==> config.mk <==
export PLATFORM = sky130hd
export DESIGN_NAME = rr_arb8_flat
export DESIGN_NICKNAME = d
export VERILOG_FILES = /design/src/rtl/rr_arb8_if.sv /design/src/rtl/rr_arb8.sv /design/src/flat_wrapper.sv
export SDC_FILE = /design/constraint.sdc
export NUM_CORES = 1
export LEC_CHECK = 0
export CORE_AREA = 2 2 73 75
export DETAILED_ROUTE_END_ITERATION = 10
export DIE_AREA = 0 0 75 77
export PLACE_DENSITY_LB_ADDON = 0.08
export SLEW_MARGIN = 20
export SYNTH_ARGS = -nofsm -noshare
export SYNTH_HDL_FRONTEND = slang
export SYNTH_SLANG_ARGS = --single-unit
==> constraint.sdc <==
create_clock -name i_clk -period 3.4 [get_ports i_clk]
set_input_delay 0.68 -clock i_clk [delete_from_list [all_inputs] [get_ports i_clk]]
set_output_delay 0.68 -clock i_clk [all_outputs]
set_load 0.01 [all_outputs]
==> src/rtl/rr_arb8_if.sv <==
// Shared-line bundle between the eight requesters and the round-robin arbiter.
// The slave modport is the arbiter's view; the master modport is the requesters' view.
interface rr_arb8_if;
   logic [7:0] req;
   logic       done;
   logic [7:0] data;
   logic [7:0] gnt;
   logic [2:0] sel;
   logic       valid;
   logic       data_out;
   logic       timeout;

   modport slave (
      input  req, done, data,
      output gnt, sel, valid, data_out, timeout
   );

   modport master (
      output req, done, data,
      input  gnt, sel, valid, data_out, timeout
   );
endinterface

==> src/rtl/rr_arb8.sv <==
// Eight-way round-robin arbiter for a 1-bit shared line, with a hold-time limit
// and zero-dead-cycle hand-over between owners.
module rr_arb8 #(
   parameter int HOLD_MAX = 16
) (
   input  logic        i_clk,
   input  logic        i_rst,
   rr_arb8_if.slave    bus
);
   localparam int CW = (HOLD_MAX > 2) ? $clog2(HOLD_MAX) : 1;
   localparam logic [CW-1:0] HOLD_LAST = CW'(HOLD_MAX - 1);

   typedef enum logic {S_IDLE = 1'b0, S_GRANT = 1'b1} state_t;

   state_t        r_state;
   logic [7:0]    r_gnt;
   logic [2:0]    r_sel;
   logic          r_valid;
   logic          r_timeout;
   logic [2:0]    r_last;
   logic [CW-1:0] r_hold;

   logic [2:0]    w_ptr;
   logic [3:0]    w_pick;
   logic          w_at_limit;
   logic          w_owner_req;
   logic          w_release;
   logic          w_forced;

   // Returns {found, index}; scanning from offset 8 down to 1 lets the nearest
   // requester after 'last' overwrite the farther ones, so 'last' itself ranks lowest.
   function automatic logic [3:0] f_pick(input logic [7:0] req, input logic [2:0] last);
      logic [2:0] idx;
      logic [3:0] res;
      res = 4'b0000;
      for (int i = 8; i >= 1; i--) begin
         idx = last + 3'(i);
         if (req[idx]) begin
            res = {1'b1, idx};
         end
      end
      return res;
   endfunction

   assign w_at_limit  = (r_hold == HOLD_LAST);
   assign w_owner_req = bus.req[r_sel];
   assign w_release   = (r_state == S_GRANT) && (bus.done || !w_owner_req || w_at_limit);
   assign w_forced    = w_at_limit && !bus.done && w_owner_req;
   // On release the pointer advances to the outgoing owner in the same edge.
   assign w_ptr       = (r_state == S_GRANT) ? r_sel : r_last;
   assign w_pick      = f_pick(bus.req, w_ptr);

   // Arbitration state machine with registered grant outputs.
   always_ff @(posedge i_clk) begin
      if (i_rst) begin
         r_state   <= S_IDLE;
         r_gnt     <= 8'h00;
         r_sel     <= 3'd0;
         r_valid   <= 1'b0;
         r_timeout <= 1'b0;
         r_last    <= 3'd7;
         r_hold    <= '0;
      end else begin
         case (r_state)
            S_IDLE: begin
               r_timeout <= 1'b0;
               r_hold    <= '0;
               if (w_pick[3]) begin
                  r_state <= S_GRANT;
                  r_sel   <= w_pick[2:0];
                  r_gnt   <= 8'h01 << w_pick[2:0];
                  r_valid <= 1'b1;
               end else begin
                  r_state <= S_IDLE;
                  r_gnt   <= 8'h00;
                  r_valid <= 1'b0;
               end
            end
            S_GRANT: begin
               if (w_release) begin
                  r_last    <= r_sel;
                  r_timeout <= w_forced;
                  r_hold    <= '0;
                  if (w_pick[3]) begin
                     r_state <= S_GRANT;
                     r_sel   <= w_pick[2:0];
                     r_gnt   <= 8'h01 << w_pick[2:0];
                     r_valid <= 1'b1;
                  end else begin
                     r_state <= S_IDLE;
                     r_gnt   <= 8'h00;
                     r_valid <= 1'b0;
                  end
               end else begin
                  r_timeout <= 1'b0;
                  r_hold    <= r_hold + 1'b1;
               end
            end
            default: begin
               r_state   <= S_IDLE;
               r_gnt     <= 8'h00;
               r_valid   <= 1'b0;
               r_timeout <= 1'b0;
               r_hold    <= '0;
            end
         endcase
      end
   end

   assign bus.gnt      = r_gnt;
   assign bus.sel      = r_sel;
   assign bus.valid    = r_valid;
   assign bus.timeout  = r_timeout;
   assign bus.data_out = r_valid ? bus.data[r_sel] : 1'b0;
endmodule
==> src/flat_wrapper.sv <==
// flat-port wrapper written by rule: the top's interface ports become plain ports
module rr_arb8_flat 
#(
   parameter int HOLD_MAX = 16
)
  (i_clk, i_rst, bus_req, bus_done, bus_data, bus_gnt, bus_sel, bus_valid, bus_data_out, bus_timeout);
  rr_arb8_if bus_i ();
  input  logic i_clk;
  input  logic i_rst;
  input wire logic [$bits(bus_i.req)-1:0] bus_req;
  input wire logic [$bits(bus_i.done)-1:0] bus_done;
  input wire logic [$bits(bus_i.data)-1:0] bus_data;
  output wire logic [$bits(bus_i.gnt)-1:0] bus_gnt;
  output wire logic [$bits(bus_i.sel)-1:0] bus_sel;
  output wire logic [$bits(bus_i.valid)-1:0] bus_valid;
  output wire logic [$bits(bus_i.data_out)-1:0] bus_data_out;
  output wire logic [$bits(bus_i.timeout)-1:0] bus_timeout;
  assign bus_i.req = bus_req;
  assign bus_i.done = bus_done;
  assign bus_i.data = bus_data;
  assign bus_gnt = bus_i.gnt;
  assign bus_sel = bus_i.sel;
  assign bus_valid = bus_i.valid;
  assign bus_data_out = bus_i.data_out;
  assign bus_timeout = bus_i.timeout;
  rr_arb8 #(.HOLD_MAX(HOLD_MAX)) u_core (.i_clk(i_clk), .i_rst(i_rst), .bus(bus_i));
endmodule
==> flow_summary.yaml <==
run_status:
  status: "finished clean"
power_and_ir_drop:
  power_density_mw_per_mm2: 884.7
  power.leakage_uw: 0.0009975
  ir_drop_mv: 0.4922
logic_synthesis:
  synth-seq-area-share: 0.1959
  async_flop_share: 0
  synth_top_area_frac: 0.1959
  synth.area.top_cells: "dfxtp_1 (20%), mux4_2 (15%), mux2i_1 (10%), mux2i_4 (4.2%), nor2_1 (2.3%)"
  syn_area_mm2: 0.002146
  synth_edf_count: 0
  synth_most_common_cell: "mux2i_1"
  synthTopCellsByCount: "mux2i_1 (22), dfxtp_1 (21), mux4_2 (14)"
  yosysWarnings: 0
  ys_ff_latch: 21
  yosysTopAreaCell: "dfxtp_1"
  synthCells: 201
  ys_types: 66
  synth_area_per_cell_um2: 10.68
  synthFlopType: "dfxtp_1"
  synth_nets: 223
worst_setup_path:
  r2r_start: "u_core.r_state"
  r2r-end: "u_core.bus.gnt[6]"
  cp_num_buf_inv: 0
  worstSetupStartpointType: "flop"
  critPathKind: "flop to flop"
  rrSetupSlack_ns: 0.30
  cp.arrival_ns: 3.25
  crit_fanout: 10
  cpMaxStageDelayCell: "mux4_2"
  slowest_delay_ns: 0.61
  crit_family: "multiplexers"
  worstPathRequired_ns: 3.55
  crit_path_cell_trace: "mux2i_4, ha_1, xnor2_2, mux4_2, nor4_2, nor3_1, nor2b_4, a32o_2"
  r2r_cells: 8
  critPathCaptureType: "flop"
placement:
  place.gp.congestion: 0.9334
  dp_hpwl_um: 4541
  placed_area_mm2: 0.002575
  port_buffers: 32
die:
  core_area_mm2: 0.004977
  die_width_um: 75
  fp.dieH_um: 77
  die_area_mm2: 0.005775
  fp-row-count: 26
  num_io_pins: 33
  start_util: 0.4311
layout:
  stdcell_area_mm2: 0.002626
  area_delta_synth_final_pct: 22.39
  finalNetCount: 263
  final_util: 0.5277
  drive_above_1_share: 0.2667
  antenna_cells: 0
timing:
  skew_ns: 0.01121
  slew_headroom: 0.6373
  fmax_mhz: 322.8
  maxSlewViolCount: 0
  setup_viol: 0
  worst_pin_slew_ns: 0.5420
  timing.final.crit_share: 0.9111
  tns_ns: 0
  rsz0062_at_grt: "no"
  finalCriticalPeriod_ns: 3.098
  finalHoldViolCount: 0
global_routing:
  grtUsageTotal: 0.2072
  grt_overflow: 0
  grt_pass1_vias: 1818
  grt_max_degree: 16
  antenna_found_initial: 0
  grt_first_pass_wirelength_um: 9363
drt:
  drc: 0
  first_pass_iters: 4
  drtIter0Drc: 164
  via_count: 1906
  postRouteAntennaNets: 0
  wirelength_um: 5905
  avgViaCountPerCell: 6.148
  avgRoutedWirePerCell_um: 19.05
cts:
  cts_setup_buffers: 0
  htree_num_levels: 1
  cts_tree: "done"
  cts_hold_buf: 0
  insertion_delay_ns: 0.26
  cts_buffers: 3
  clockBufferDepth: 2
  clockRootBuffer: "clkbuf_8"
  cts_sinks: 21
  cts_resized: 0
  clk_pin_slew_ns: 0.08
worst_hold_path:
  hp-class: "flop to flop"
  hp-start: "u_core.r_hold[0]"
  worstHoldPathCells: 1
  holdPathEnd: "u_core.r_hold[0]"
flow_run:
  drv.max_cap_violation_count: 0
## sequential cells by signal (all words and copies together) (netlist names)
register / flops
u_core.r_state: 1
u_core.r_hold: 4
u_core.bus.timeout: 1
u_core.bus.sel: 3
u_core.bus.gnt: 8
u_core.bus.valid: 1
u_core.r_last: 3
## layout make-up
type                    instances  area, um^2
fillers                       458        2351
inverters                       3       16.27
repair buffers                 45       417.9
flip-flops and latches         21       421.7
clock inverters                 1       5.005
well taps                      70       87.58
clock buffers                   3       41.29
multi-input cells             167        1637
## layout by cell type (no fill, tap or decap), types with 5 or more instances in the layout
cell	synthesis	layout
clkdlybuf4s50_1	0	32
mux2i_1	22	21
dfxtp_1	21	20
mux4_2	14	14
nor2_1	13	13
buf_4	2	13
nand2_1	11	11
nor3_1	8	8
a22o_1	5	5
o21ai_0	5	5
nor3b_1	5	5
## metal layers
metal  global-route usage  vias to the layer above  wire, um
met5                    0                        -         0
met4              0.02321                        0        55
met3              0.03679                        4       489
met2               0.3263                       84      2778
met1               0.3040                      935      2582
li1                     -                      883         -
## worst max-delay path by stage
stage / slack [ns] / startpoint / cells past startpoint / endpoint
after floorplan: 0.03 / u_core.r_state / 12 / u_core.bus.gnt[0]
after global placement: 0.19 / bus_req[4] / 8 / u_core.bus.gnt[0]
after detailed placement: 0.20 / bus_req[1] / 8 / u_core.bus.gnt[1]
after CTS: 0.17 / u_core.r_state / 10 / u_core.bus.gnt[0]
after global routing: 0.16 / u_core.r_state / 10 / u_core.bus.gnt[0]
final: 0.30 / u_core.r_state / 8 / u_core.bus.gnt[6]
## cells by family after synthesis
kind of cell / count (synthesis) / share of synthesized area
buffers and inverters: 13 / 0.04314
DFF: 21 / 0.1959
AOI/OAI and AO/OA: 47 / 0.1860
xor gates and xnor gates: 5 / 0.03615
and+or+nand+nor: 63 / 0.1779
adders and majority gates: 3 / 0.01749
muxes: 49 / 0.3434
## stage by stage
| step | hold WS (ns) | power [uW] | setup WS [ns] | cells |
|---|---|---|---|---|
| 2_1_floorplan | 0.4318 | 1684 | 0.03277 | 201 |
| 6_report | 0.4733 | 2324 | 0.3024 | 310 |
| 3_5_place_dp | 0.4591 | 2137 | 0.2003 | 306 |
| 5_1_grt | 0.5042 | 2472 | 0.1556 | 310 |
| 3_3_place_gp | 0.4440 | 2120 | 0.1922 | 306 |
| 4_1_cts | 0.4769 | 2311 | 0.1692 | 310 |
## power breakdown
group / internal (uW) / leakage (uW) / switching (uW) / total (uW)
registers: 318 / 0.000172 / 59.4 / 377
logic: 873 / 0.000800 / 909 / 1780
clock network: 81.7 / 0.0000255 / 82.5 / 164
No activity file was read; power rests on OpenSTA's default activity.
